## config.mk

```make
export PLATFORM = sky130hd
export DESIGN_NAME = lfsr_popcount8
export DESIGN_NICKNAME = d
export VERILOG_FILES = /design/src/rtl/lfsr_popcount8.sv
export SDC_FILE = /design/constraint.sdc
export NUM_CORES = 1
export LEC_CHECK = 0
export ABC_CLOCK_PERIOD_IN_PS = 8500
export CAP_MARGIN = 20
export CORE_AREA = 2 2 39 41
export DETAILED_ROUTE_END_ITERATION = 10
export DIE_AREA = 0 0 41 43
export PLACE_DENSITY = 0.42
export SLEW_MARGIN = 20
export SYNTH_ARGS = -nofsm -noshare
export SYNTH_HDL_FRONTEND = slang
export SYNTH_SLANG_ARGS = --single-unit
```

## constraint.sdc

```tcl
create_clock -name vclk -period 8.5
set_clock_uncertainty 0.2 [all_clocks]
set_input_delay 1.275 -clock vclk [all_inputs]
set_output_delay 1.275 -clock vclk [all_outputs]
set_load 0.01 [all_outputs]
```

## src/rtl/lfsr_popcount8.sv

```systemverilog
// Combinational population count of an 8-bit word.
// Ports:
//   bits_i  [7:0] : word to count
//   count_o [3:0] : number of set bits (0..8)
module lfsr_popcount8 (
  input  logic [7:0] bits_i,
  output logic [3:0] count_o
);

  always_comb begin
    count_o = 4'd0;
    for (int i = 0; i < 8; i++) begin
      count_o = count_o + {3'd0, bits_i[i]};
    end
  end

endmodule

```

=== Yosys cells after proc, flatten, opt, wreduce, memory -nomap -nowiden ===
Cells that the tools add are included.

* Output and inout port bits: 4
* Input port bits: 8
* Word-level logic and storage cells: 7
* Register bits after elaboration: 0

* Add/sub/neg operators: 7

{| class="wikitable"
|+ Operators by type and width
! kind !! number
|-
| $add A4 B1 Y4 || 4
|-
| $add A3 B1 Y4 || 1
|-
| $add A2 B1 Y3 || 1
|-
| $add A1 B1 Y2 || 1
|}

=== Logic depth before layout (Yosys ltp) ===
* Depth in word-level cells: 7
* Gate-level depth with buffers: 9
* Gate-level depth less buffers: 9

=== Worst setup path after synthesis ===
Ideal clock, no wire load.

* Kind: input port to output port
* Start: input port bits_i[0]
* End: output port count_o[2]
* Data required time: 7.025 ns
* Arrival: 3.553 ns
* Path buffers: 0
* Stages: 9
* Slack: 3.472 ns
* Cell sequence: inv_1 > fa_1 > fa_1 > fa_1 > inv_1 > ha_1 > inv_1 > fa_1 > xnor2_1

* Longest elaborated chain between the ends: 7

{| class="wikitable"
|+ Ends and longest elaborated chain
! item !! line !! RTL
|-
| start, declared || 6 || <nowiki>input logic [7:0] bits_i,</nowiki>
|-
| $add A1 B1 Y2 || 13 || <nowiki>count_o = count_o + {3'd0, bits_i[i]};</nowiki>
|-
| $add A2 B1 Y3 || 13 ||
|-
| $add A3 B1 Y4 || 13 ||
|-
| $add A4 B1 Y4 (4 in a row) || 13 ||
|-
| end, declared || 7 || <nowiki>output logic [3:0] count_o</nowiki>
|}

No other way between the ends.

=== Final worst setup path ===
Ends and elaborated chain as after synthesis.

==> impl_metrics.toml <==
[sta]
period_share_pct = 70.6
maxSlewHeadroom_pct = 91.6
setup_viol = 0
finalSetupTns_ns = 0
worst_pin_slew_ns = 0.125
slew_viol_final = 0
hold_violations = 0
rsz0062_at_grt = "false"
clock.fmax_mhz = 167
finalCriticalPeriod_ns = 6.00

[global_routing]
track_usage_pct = 3.42
antenna_found_initial = 0
grt_pass1_vias = 139
grt.overflow.total = 0
grt_max_degree = 3
grt_first_pass_wirelength_um = 462

[die]
core_um2 = 1380
ios = 12
rows = 14
die_h_um = 43
dieArea_um2 = 1760
initial_core_util_pct = 13.7
dieWidth_um = 41

[finish]
area.sequential_um2 = 0
fillCellCount = 156
utilization_pct = 23.9
final_common_cell = "inv_1"
diodes = 0
drive_above_1_share_pct = 0
final_cell_mix = "inv_1 (14), clkdlybuf4s50_1 (12), fa_1 (4)"
area_delta_synth_final_pct = 73.7
clkbuf_count = 0
seq_cell_count = 0
nets = 53

[yosys]
synth.yosys.seq_area_share_pct = 0
synth_area_um2 = 190
synth_cells = 24
synth_nets = 39
synth.distinct_cells = 6
syn_avg_cell_area_um2 = 7.92
yosys_warnings = 0

[pwr]
power.density_nw_per_um2 = 123
p_int_w = 0.0000239
ir_worst_vdd_mv = 0.0341
clock_power_share_pct = 0
combPwrFrac_pct = 100.0
power.switching_w = 0.0000166
seq_power_share_pct = 0
power.share.switching_pct = 41.0
p_leak_nw = 0.175

[detailed_routing]
first_pass_iters = 2
avgRoutedWirePerCell_um = 5.58
wirelength_um = 290
vias = 166
ant_nets = 0
drc = 0
dr.first_iter.drc_count = 1
vias_per_cell = 3.19

[worst_setup_path]
arrival_ns = 4.53
max_stage_delay_ns = 0.55
worstPathMaxFanout = 2
cpMostUsedCell = "fa_1"
critPathSlowestCell = "fa_1"
required_ns = 7.03
end_kind = "output pin"
path_cells = "clkdlybuf4s50_1 -> inv_1 -> fa_1 -> fa_1 -> fa_1 -> inv_1 -> ha_1 -> inv_1 -> fa_1 -> xnor2_1 -> clkdlybuf4s50_1"
critPathKind = "input pin to output pin"
startpoint_type = "input pin"

[worst_hold_path]
hold_path_depth = 3
hp-class = "input pin to output pin"

[placed_design]
gp_congestion = 0.584
portBuffers = 12
dp_hpwl_um = 282

[cts]
cts_resized = 0
post-cts-setup-buffer-count = 0
ctsHoldBuffers = 0

[flow_run]
cap_violations = 0

[outcome]
outcome = "complete, no violations"
[cell usage after synthesis, drive strengths merged]
library cell	n	area, um2
nor2b	1	6.26
a21oi	1	5.00
inv	14	52.6
xnor2	1	8.76
ha	3	37.5
fa	4	80.1
[metrics by stage]
stage | area, um2 | setup slack [ns] | instances | power, W | hold slack, ns
floorplan | 190 | 3.47 | 24 | 0.0000217 | 2.50
global route | 330 | 2.33 | 52 | 0.0000466 | 3.49
finish | 330 | 2.50 | 52 | 0.0000406 | 3.46
detailed placement | 330 | 2.47 | 52 | 0.0000413 | 3.46
CTS | 330 | 2.47 | 52 | 0.0000417 | 3.46
global placement | 330 | 2.47 | 52 | 0.0000415 | 3.46
[final cells by class]
cell class | instances | area (um2) | area share [%]
tap | 16 | 20.0 | 6.06
inverter | 14 | 52.6 | 15.9
multi-input combinational | 10 | 138 | 41.7
timing repair buffer | 12 | 120 | 36.4
[routing by layer]
metal  vias up  part of all wire (%)  global-route usage, %
met5         -                     0                      0
met4         0                     0                      0
met3         0                    10                      0
met2         8                    44                   5.63
met1        72                    45                   5.18
li1         86                     -                      -
[kinds of logic after synthesis]
family                     count (synthesis)  synth area share, %
buffers and inverters                     14                 27.6
adders and majority gates                  7                 61.8
AOI/OAI and AO/OA                          1                 2.63
xor gates and xnor gates                   1                 4.61
and+or+nand+nor                            1                 3.29
[power groups by stage]
stage	clock, W	combinational (W)	sequential, W
2_1_floorplan	0	0.0000217	0
3_3_place_gp	0	0.0000415	0
3_5_place_dp	0	0.0000413	0
4_1_cts	0	0.0000417	0
5_1_grt	0	0.0000466	0
6_report	0	0.0000406	0
[path summary, 6_finish.rpt]
kind	startpoint	slack (ns)	endpoint
worst max-delay path	bits_i[0]	2.50	count_o[2]
worst min-delay path	bits_i[2]	3.46	count_o[0]
[worst max-delay path: cells and delay by family]
family	cells	cell delay (ns)
XOR/XNOR	1	0.15
adder cells (fa/ha/maj)	5	1.94
buffers and inverters	5	1.16
Note: power is estimated with default switching activity, not from simulation.
